## src/rtl/tlp_pkg.sv

```systemverilog
// Shared constants and helpers for the PCIe read-completion tracker.
// Completion status codes, retirement codes and the PCIe length decode.
package tlp_pkg;

    localparam logic [2:0] CPL_SC  = 3'b000;
    localparam logic [2:0] CPL_UR  = 3'b001;
    localparam logic [2:0] CPL_CRS = 3'b010;
    localparam logic [2:0] CPL_CA  = 3'b100;

    typedef enum logic [1:0] {
        DONE_OK   = 2'b00,
        DONE_STAT = 2'b01,
        DONE_OVF  = 2'b10,
        DONE_TMO  = 2'b11
    } done_err_e;

    // PCIe length fields encode the maximum (2**len_w DW) as all-zeros.
    function automatic logic [16:0] len_decode(input logic [15:0] len, input int unsigned len_w);
        return (len == '0) ? (17'd1 << len_w) : {1'b0, len};
    endfunction

endpackage

```

## src/rtl/tlp_prio_enc.sv

```systemverilog
// Lowest-set-bit priority encoder with a found flag.
module tlp_prio_enc #(
    parameter int W     = 8,
    parameter int IDX_W = 3
) (
    input  logic [W-1:0]     vec,
    output logic [IDX_W-1:0] idx,
    output logic             found
);

    always_comb begin
        // NOTE: outputs get defaults before the loop so no path leaves them unassigned (no latch).
        idx   = '0;
        found = 1'b0;
        for (int i = W - 1; i >= 0; i--) begin
            if (vec[i]) begin
                idx   = IDX_W'(i);
                found = 1'b1;
            end
        end
    end

endmodule

```

## src/rtl/tlp_rd_cpl_tracker.sv

```systemverilog
// Tag allocator and per-tag completion tracker for outbound MRd requests.
// Retires tags on final completion, bad status, overflow or timeout onto a one-entry done register.
module tlp_rd_cpl_tracker
    import tlp_pkg::*;
#(
    parameter int TAG_W    = 3,
    parameter int LEN_W    = 10,
    parameter int TICK_DIV = 1024
) (
    input  logic             clk,
    input  logic             rst_n,
    input  logic             req_valid,
    input  logic [LEN_W-1:0] req_len_dw,
    output logic             req_ready,
    output logic [TAG_W-1:0] req_tag,
    input  logic             cpl_valid,
    input  logic [TAG_W-1:0] cpl_tag,
    input  logic [LEN_W-1:0] cpl_len_dw,
    input  logic [2:0]       cpl_status,
    output logic             cpl_ready,
    output logic             done_valid,
    output logic [TAG_W-1:0] done_tag,
    output logic [1:0]       done_err,
    input  logic             done_ready,
    output logic             err_unexp,
    output logic [TAG_W:0]   outstanding
);

    localparam int NTAGS = 2 ** TAG_W;
    localparam int REM_W = LEN_W + 1;
    localparam int PS_W  = (TICK_DIV > 1) ? $clog2(TICK_DIV) : 1;

    logic [NTAGS-1:0] busy;
    logic [REM_W-1:0] rem [NTAGS];
    logic [1:0]       age [NTAGS];
    logic [PS_W-1:0]  prescaler;

    logic             free_found, tmo_found;
    logic [TAG_W-1:0] free_tag, tmo_tag, retire_tag;
    logic [NTAGS-1:0] tmo_cand;
    logic             alloc, cpl_fire, cpl_hit, cpl_retire, tick, tmo_fire, retire;
    logic [REM_W-1:0] req_len_dec, cpl_len_dec, cpl_rem;
    done_err_e        cpl_err, retire_err;

    tlp_prio_enc #(.W(NTAGS), .IDX_W(TAG_W)) u_free_enc (
        .vec   (~busy),
        .idx   (free_tag),
        .found (free_found)
    );

    tlp_prio_enc #(.W(NTAGS), .IDX_W(TAG_W)) u_tmo_enc (
        .vec   (tmo_cand),
        .idx   (tmo_tag),
        .found (tmo_found)
    );

    assign req_ready = free_found;
    assign req_tag   = free_tag;
    assign cpl_ready = ~done_valid | done_ready;

    always_comb begin
        alloc       = req_valid & free_found;
        cpl_fire    = cpl_valid & cpl_ready;
        cpl_hit     = cpl_fire & busy[cpl_tag];
        req_len_dec = REM_W'(len_decode(16'(req_len_dw), LEN_W));
        cpl_len_dec = REM_W'(len_decode(16'(cpl_len_dw), LEN_W));
        cpl_rem     = rem[cpl_tag];
        cpl_err     = DONE_OK;
        cpl_retire  = 1'b0;
        if (cpl_status != CPL_SC) begin
            cpl_err    = DONE_STAT;
            cpl_retire = cpl_hit;
        end else if (cpl_len_dec > cpl_rem) begin
            cpl_err    = DONE_OVF;
            cpl_retire = cpl_hit;
        end else begin
            cpl_retire = cpl_hit & (cpl_len_dec == cpl_rem);
        end
        tick = (prescaler == PS_W'(TICK_DIV - 1));
        // A tag receiving a completion this cycle is handled as a completion, not a timeout.
        for (int i = 0; i < NTAGS; i++) begin
            tmo_cand[i] = busy[i] & (age[i] == 2'd3) & ~(cpl_hit & (cpl_tag == TAG_W'(i)));
        end
    end

    always_comb begin
        tmo_fire   = tmo_found & cpl_ready & ~cpl_retire;
        retire     = cpl_retire | tmo_fire;
        retire_tag = cpl_retire ? cpl_tag : tmo_tag;
        retire_err = cpl_retire ? cpl_err : DONE_TMO;
    end

    always_ff @(posedge clk or negedge rst_n) begin
        if (!rst_n) begin
            busy        <= '0;
            prescaler   <= '0;
            done_valid  <= 1'b0;
            done_tag    <= '0;
            done_err    <= DONE_OK;
            err_unexp   <= 1'b0;
            outstanding <= '0;
            // NOTE: the per-tag arrays are flops, not RAM, so they take the reset like any other state.
            for (int i = 0; i < NTAGS; i++) begin
                rem[i] <= '0;
                age[i] <= '0;
            end
        end else begin
            // NOTE: non-blocking throughout, so every read here sees pre-edge state regardless of order.
            prescaler <= tick ? '0 : prescaler + 1'b1;
            err_unexp <= cpl_fire & ~busy[cpl_tag];

            for (int i = 0; i < NTAGS; i++) begin
                if (tick && busy[i] && age[i] != 2'd3) age[i] <= age[i] + 2'd1;
            end
            if (cpl_hit) begin
                rem[cpl_tag] <= cpl_rem - cpl_len_dec;
                age[cpl_tag] <= '0;
            end

            // Retire and alloc never touch the same tag: one is busy, the other free.
            if (retire) busy[retire_tag] <= 1'b0;
            if (alloc) begin
                busy[free_tag] <= 1'b1;
                rem[free_tag]  <= req_len_dec;
                age[free_tag]  <= '0;
            end

            if (retire) begin
                done_valid <= 1'b1;
                done_tag   <= retire_tag;
                done_err   <= retire_err;
            end else if (done_ready) begin
                done_valid <= 1'b0;
            end

            if (alloc && !retire)      outstanding <= outstanding + 1'b1;
            else if (retire && !alloc) outstanding <= outstanding - 1'b1;
        end
    end

endmodule

```

## config.mk

```make
export PLATFORM = sky130hd
export DESIGN_NAME = tlp_rd_cpl_tracker
export DESIGN_NICKNAME = d
export VERILOG_FILES = /design/src/rtl/tlp_pkg.sv /design/src/rtl/tlp_prio_enc.sv /design/src/rtl/tlp_rd_cpl_tracker.sv
export SDC_FILE = /design/constraint.sdc
export NUM_CORES = 1
export LEC_CHECK = 0
export ABC_AREA = 1
export CAP_MARGIN = 5
export CORE_MARGIN = 2
export CORE_UTILIZATION = 25
export CTS_CLUSTER_DIAMETER = 120
export DETAILED_ROUTE_END_ITERATION = 8
export PLACE_DENSITY = 0.36
export SLEW_MARGIN = 20
export SYNTH_ARGS = -nofsm -noshare
export SYNTH_HDL_FRONTEND = slang
export SYNTH_SLANG_ARGS = --single-unit
```

## constraint.sdc

```tcl
create_clock -name clk -period 5.31 [get_ports clk]
set_input_delay 0.7965 -clock clk [delete_from_list [all_inputs] [get_ports clk]]
set_output_delay 0.7965 -clock clk [all_outputs]
set_load 0.02 [all_outputs]
```

==> impl_results.md, run 1 <==
- Post-DP HPWL: 19.2 mm
- Slew @ Worst Pin: 0.706 ns
- Via Count: 6573
- Htree depth: 4
- Fin crit share: 89.5%
- Critical setup path kind: in2reg
- Post-layout minimum cycle time: 4.75 ns
- Syn Std Cell Area: 7500 um2
- CP max stage delay: 0.68 ns
- Unique masters post-synth: 52
- Hold Crit Class: in2async
- CTS tree: done
- Setup slack, reg-to-reg: 1.50 ns
- I/O Pins: 47
- Top FF cell, synth: dfrtp_1
- Clock root cell: clkbuf_16
- Initial Util: 25.4%
- Rows: 63
- Clk_lat worst skew: 0.43 ns
- Syn Area/Cell: 8.48 um2
- Async set-reset flop share out of synthesis: 100%
- Core Area: 29600 um2
- Clock-pin slew on the worst setup and hold paths: 0.07 ns
- Cell Chain, Critical Path: clkdlybuf4s50_1 > nand2_2 > inv_2 > a221oi_1 > o21ai_0 > ha_1 > a21oi_1 > o21ai_0 > nand2_1 > nand4_1 > nand3_1 > nand2_4 > nand2_4 > inv_2 > ha_1 > inv_1 > ha_1 > a21o_1 > a21oi_1 > nor2_1 > nor2_1 > nand2_1 > xnor2_1
- Post-Syn Instances: 885
- DRT Pass-1 Iters: 5
- Crit-path max FO: 17
- Total track usage: 17.1%
- RSZ-0062 raised after global routing: false
- Number of global-route vias before repair: 6748
- Filler instances: 3237
- N_diodes: 0
- EDFF count, synth: 0
- Reg2Reg Depth: 22
- FMAX: 210 MHz
- Run status: finished clean
- RR Endpoint: outstanding[3]$_DFFE_PN0P_
- Hold violation count in the final report: 0
- DRC viols: 0
- Post-route ant nets: 0
- Most frequent cell on the critical path: ha_1
- Crit path buffers/inverters: 4
- Hold_buf cts: 0
- Post-CTS setup repair buffer count: 0
- Port Buffers: 46
- Routability congestion estimate: 0.802
- Final Setup Violations: 0
- Maxcap violations: 0
- Die width: 177 um
- Post-Place Cells: 1302
- Crit path max-delay cell type: clkdlybuf4s50_1
- P&R area growth vs syn: 20.0%
- Share of cells above drive strength 1: 11.4%
- Die extent in y: 177 um
- Synth warn: 0
- Synth top area share: 44.4%
- Initial antenna violation count: 0
- Sequential area share after synthesis: 44.4%
- Leading cell types in the layout, fill and taps excluded: 154 x nand2_1, 133 x dfrtp_1, 91 x o22ai_1
- Clock buffer count from CTS: 17
- Cell taking the most area after synthesis: dfrtp_1
- Startpoint Class: primary input
- CP Data Arrival Time: 5.08 ns
- Final cell count without fillers: 1334
- Worst path top cell family by delay: buffers and inverters
- Required @ worst endpoint: 5.63 ns
- Post-CTS resize count: 0
- Reg2reg start: rem[26]$_DFF_PN0_
- Via density: 4.93
- First-pass GRT wire length: 40.4 mm
- Pleak: 4.20 nW
- Layout Nets: 987
- Setup TNS: 0 ns
- Worst Skew: 0.0125 ns
- Syn Nets: 941
- Sink Count: 133
- Drt initial violations: 397
- Max Transition Viols Final: 0
- CTS max path bufs: 2
- Pwr per Cell Area: 556 nW/um2
- Most common cell after layout, fill and taps aside: nand2_1
- Die footprint: 31400 um2
- Max VDD drop: 202 uV
- Relative slew slack: 52.6%
- DRT Wirelength: 25.8 mm
- WL per Instance: 19.3 um
- FF+latch count, synth: 133
- Crit. End Element: flop
- Largest net degree at the start of global routing: 48
- Synth area leaders: dfrtp_1 44%, nand2_1 7.7%, o22ai_1 7.6%, a21oi_1 5.7%, nor2_1 4.3%
- Total gr overflow: 0
-- through the flow --
stage	util (%)	power [mW]	cell area (um2)	hold WS, ns	setup slack, ns
after floorplan	-	3.10	7500	0.446	0.957
after global placement	28.6	3.90	8450	0.470	0.0587
after detailed placement	28.6	3.88	8450	0.469	0.0328
after CTS	30.5	5.05	9000	0.293	0.456
after global routing	30.5	5.40	9000	0.293	0.117
final	30.5	5.00	9000	0.277	0.555
-- cell usage after synthesis, types with 2 or more instances --
cell type,instances
buf_2,14
buf_1,4
nor3b_1,2
o21ai_0,10
nor4_1,4
nor3_1,4
clkinv_1,4
nand2_4,7
ha_1,23
o211ai_1,2
dfrtp_1,133
a21oi_1,85
inv_1,72
clkbuf_1,22
fa_1,2
nand3_2,2
mux2i_1,9
o22ai_1,91
nand3_1,18
nand3b_1,8
nand2_2,7
a31oi_1,10
buf_6,2
nor2_4,3
nor2_8,2
nand4_2,6
a221oi_1,3
nand3_4,2
xor2_1,16
a22oi_1,16
a21o_1,3
xnor2_1,8
nor2_2,2
nand4_1,15
nand2_1,154
o2111ai_1,4
nor2_1,86
nand4_4,2
inv_2,15
-- worst max path at each step --
| stage | from | end | slack (ns) | depth (start not counted) |
|---|---|---|---|---|
| final | cpl_tag[1] | outstanding[3]$_DFFE_PN0P_ | 0.56 | 23 |
| after global routing | cpl_tag[1] | outstanding[3]$_DFFE_PN0P_ | 0.12 | 23 |
| after CTS | cpl_tag[1] | outstanding[3]$_DFFE_PN0P_ | 0.46 | 23 |
| after detailed placement | cpl_tag[1] | outstanding[3]$_DFFE_PN0P_ | 0.03 | 23 |
| after global placement | cpl_tag[1] | outstanding[3]$_DFFE_PN0P_ | 0.06 | 23 |
| after floorplan | cpl_tag[0] | outstanding[3]$_DFFE_PN0P_ | 0.96 | 26 |
-- flip-flops by register name, indices dropped and copies added, names as in the netlist --
name and cells:
age 16, rem 88, done_err 2, err_unexp 1
prescaler 10, done_tag 3, done_valid 1, busy 8
outstanding 4
-- per-layer routing --
metal / vias up / GRT usage [%] / share of wire [%]
li1: 3158 / - / -
met1: 3279 / 22.4 / 46
met2: 126 / 29.8 / 50
met3: 10 / 2.88 / 3.5
met4: 0 / 3.03 / 0.61
met5: - / 0 / 0
-- logic make-up after synthesis --
logic type | Yosys count | share of synthesized area [%]
mux | 10 | 1.35
xor+xnor | 24 | 2.80
buf+inv | 135 | 7.34
fa+ha+maj | 25 | 4.37
flops | 133 | 44.4
simple gates | 327 | 21.4
compound gates | 231 | 18.3
-- worst register-to-register path, stage by stage, from the launching register on --
cell and delay, ns:
dfrtp_1 0.36, inv_1 0.11, o22ai_1 0.10, a221oi_1 0.21, o21ai_0 0.21, ha_1 0.42
a21oi_1 0.24, o21ai_0 0.11, nand2_1 0.06, nand4_1 0.22, nand3_1 0.20, nand2_4 0.11
nand2_4 0.09, inv_2 0.06, ha_1 0.22, inv_1 0.11, ha_1 0.24, a21o_1 0.16
a21oi_1 0.15, nor2_1 0.06, nor2_1 0.08, nand2_1 0.06, xnor2_1 0.12
-- cell type report --
type                            count  area, um2  area share (%)
Tap cell                          390        488            5.42
Inverter                           92        353            3.92
Clock buffer                       18        439            4.88
Timing Repair Buffer               70        654            7.27
Clock inverter                     14        118            1.31
Multi-Input combinational cell    617       3620            40.2
Sequential cell                   133       3330            37.0
-- report_power, final --
group / internal, mW / switching [mW]
clock: 0.623 / 0.530
sequential: 1.45 / 0.308
combinational: 0.800 / 1.29
total: 2.87 / 2.13
No activity file was read; power rests on OpenSTA's default activity.
==> inputs of run 2 (changes only) <==
- ABC_AREA: 1 -> not set
==> impl_results.md, run 2 <==
- Pleak: 3.65 nW
- CP max stage delay: 0.50 ns
- Fin crit share: 91.1%
- Worst path top cell family by delay: compound AO/OA/AOI/OAI gates
- DRT Wirelength: 27.6 mm
- Number of global-route vias before repair: 6536
- Crit-path max FO: 13
- I/O Pins: 47
- Routability congestion estimate: 0.807
- Crit path max-delay cell type: clkdlybuf4s50_1
- Clk_lat worst skew: 0.43 ns
- Synth area leaders: dfrtp_1 45%, mux4_2 7.0%, o22ai_1 6.2%, a21oi_1 5.2%, ha_1 3.9%
- CTS tree: done
- Initial Util: 25.3%
- Die extent in y: 177 um
- Top Registers: rem (88), age (16), prescaler (10)
- Cell Area, Placed: 8440 um2
- Final Setup Violations: 0
- Cell taking the most area after synthesis: dfrtp_1
- Cell Chain, Critical Path: clkdlybuf4s50_1 > buf_12 > mux4_2 > mux2_2 > ha_1 > nor2b_1 > o31a_1 > o31ai_1 > o2bb2ai_1 > o21ai_1 > nand2_1 > inv_1 > ha_1 > inv_1 > ha_1 > a21o_1 > a21oi_1 > xnor2_1 > nor2_1 > xor2_1
- CTS max path bufs: 2
- Total gr overflow: 0
- Critical setup path kind: in2reg
- Worst Skew: 0.0166 ns
- CP Data Arrival Time: 5.15 ns
- Post-layout minimum cycle time: 4.84 ns
- Pwr per Cell Area: 604 nW/um2
- Sink Count: 133
- Unique masters post-synth: 61
- Most frequent cell on the critical path: ha_1
- Synth warn: 0
- Post-route ant nets: 0
- Slew @ Worst Pin: 0.968 ns
- Clock root cell: clkbuf_16
- Syn Nets: 796
- Via Count: 6395
- Synth top area share: 44.7%
- Required @ worst endpoint: 5.62 ns
- Largest register by flop count: rem
- Largest net degree at the start of global routing: 89
- P&R area growth vs syn: 21.4%
- Most common cell after layout, fill and taps aside: dfrtp_1
- Overall power: 5.47 mW
- Hold violation count in the final report: 0
- Total track usage: 18.2%
- Core Area: 29500 um2
- Max VDD drop: 204 uV
- FMAX: 207 MHz
- Rows: 63
- Clock buffer count from CTS: 17
- Layout Nets: 834
- Most frequent cell after synthesis: dfrtp_1
- Crit. End Element: flop
- First-pass GRT wire length: 41.6 mm
- Fin Hold WS: 0.424 ns
- Port Buffers: 46
- Die width: 177 um
- Post-CTS setup repair buffer count: 0
- Leading cell types in the layout, fill and taps excluded: 133 x dfrtp_1, 77 x a21oi_1, 74 x o22ai_1
- Post-CTS resize count: 0
- Final instance area: 9050 um2
- Relative slew slack: 35.3%
- Run status: finished clean
- Drt initial violations: 666
- N_diodes: 0
- Max Transition Viols Final: 0
- Clock-pin slew on the worst setup and hold paths: 0.07 ns
- DRT Pass-1 Iters: 5
- Async set-reset flop share out of synthesis: 100%
- Hold_buf cts: 0
- DRC viols: 0
- Worst Setup SP: cpl_tag[1]
- Synth top cells by count: 133 x dfrtp_1, 77 x a21oi_1, 74 x o22ai_1, 68 x nor2_1, 54 x nand2_1
- Initial antenna violation count: 1
- Startpoint Class: primary input
- Maxcap violations: 0
- Hold Crit Class: in2async
- Reg2reg start: rem[34]$_DFF_PN0_
- Via density: 5.41
- Syn Std Cell Area: 7450 um2
- Sequential area share after synthesis: 44.7%
- Htree depth: 4
- Post-Syn Instances: 740
- Die footprint: 31200 um2
- EDFF count, synth: 0
- Post-DP HPWL: 18.4 mm
- Share of cells above drive strength 1: 15.8%
- WL per Instance: 23.4 um
- Max FFs per register: 88
- Setup TNS: 0 ns
- Top FF cell, synth: dfrtp_1
- Syn Area/Cell: 10.1 um2
- FF+latch count, synth: 133
- RSZ-0062 raised after global routing: false
- Crit path buffers/inverters: 4
-- run 2: cell families after synthesis --
family	synth area share, %
AO/OA/AOI/OAI	19.5
AND/OR/NAND/NOR	13.3
flip-flops	44.7
buffers and inverters	4.15
multiplexers	10.4
XOR/XNOR	3.54
adder cells (fa/ha/maj)	4.40
-- run 2: area by class of cell --
cell class | count | area [um2]
clock inverters | 14 | 165
clock buffers | 18 | 439
flip-flops and latches | 133 | 3330
inverters | 24 | 90.1
fillers | 3063 | 20400
repair buffers | 73 | 722
multi-input cells | 529 | 3810
well taps | 390 | 488
-- run 2: worst paths after layout --
kind,to,slack (ns),cells past startpoint
max,outstanding[3]$_DFFE_PN0P_,0.47,20
min,outstanding[0]$_DFFE_PN0P_,0.42,1
max reg2reg,outstanding[3]$_DFFE_PN0P_,1.00,18
min reg2reg,prescaler[6]$_DFF_PN0_,0.47,1
max in group asynchronous,rem[8]$_DFF_PN0_,3.73,2
min in group clk,prescaler[6]$_DFF_PN0_,0.47,1
-- run 2: metal layers --
layer | global-route usage [%] | wire length [um] | up-vias
li1 | - | - | 2826
met1 | 24.8 | 12300 | 3237
met2 | 28.0 | 12500 | 291
met3 | 4.64 | 2010 | 39
met4 | 5.99 | 688 | 2
met5 | 0 | 7 | -
-- run 2: worst register-to-register path, cell delays in order (launching register included) --
cell       delay [ns]
dfrtp_1          0.39
mux4_2           0.46
mux2_2           0.35
ha_1             0.33
nor2b_1          0.14
o31a_1           0.27
o31ai_1          0.27
o2bb2ai_1        0.28
o21ai_1          0.18
nand2_1          0.13
inv_1            0.11
ha_1             0.24
inv_1            0.11
ha_1             0.25
a21o_1           0.16
a21oi_1          0.17
xnor2_1          0.13
nor2_1           0.06
xor2_1           0.14
-- run 2: power by group --
group | leakage (nW) | switching [mW] | total, mW | internal [mW]
Sequential | 1.53 | 0.331 | 1.78 | 1.45
Combinational | 1.82 | 1.42 | 2.45 | 1.03
Clock | 0.297 | 0.513 | 1.23 | 0.720
-- run 2: metrics by stage --
stage / setup WS (ns) / instances / util [%]
after global routing: 0.286 / 1181 / 30.7
after global placement: 0.148 / 1149 / 28.6
after detailed placement: 0.0525 / 1149 / 28.6
after CTS: 0.487 / 1181 / 30.7
after floorplan: 0.140 / 740 / -
final: 0.471 / 1181 / 30.7
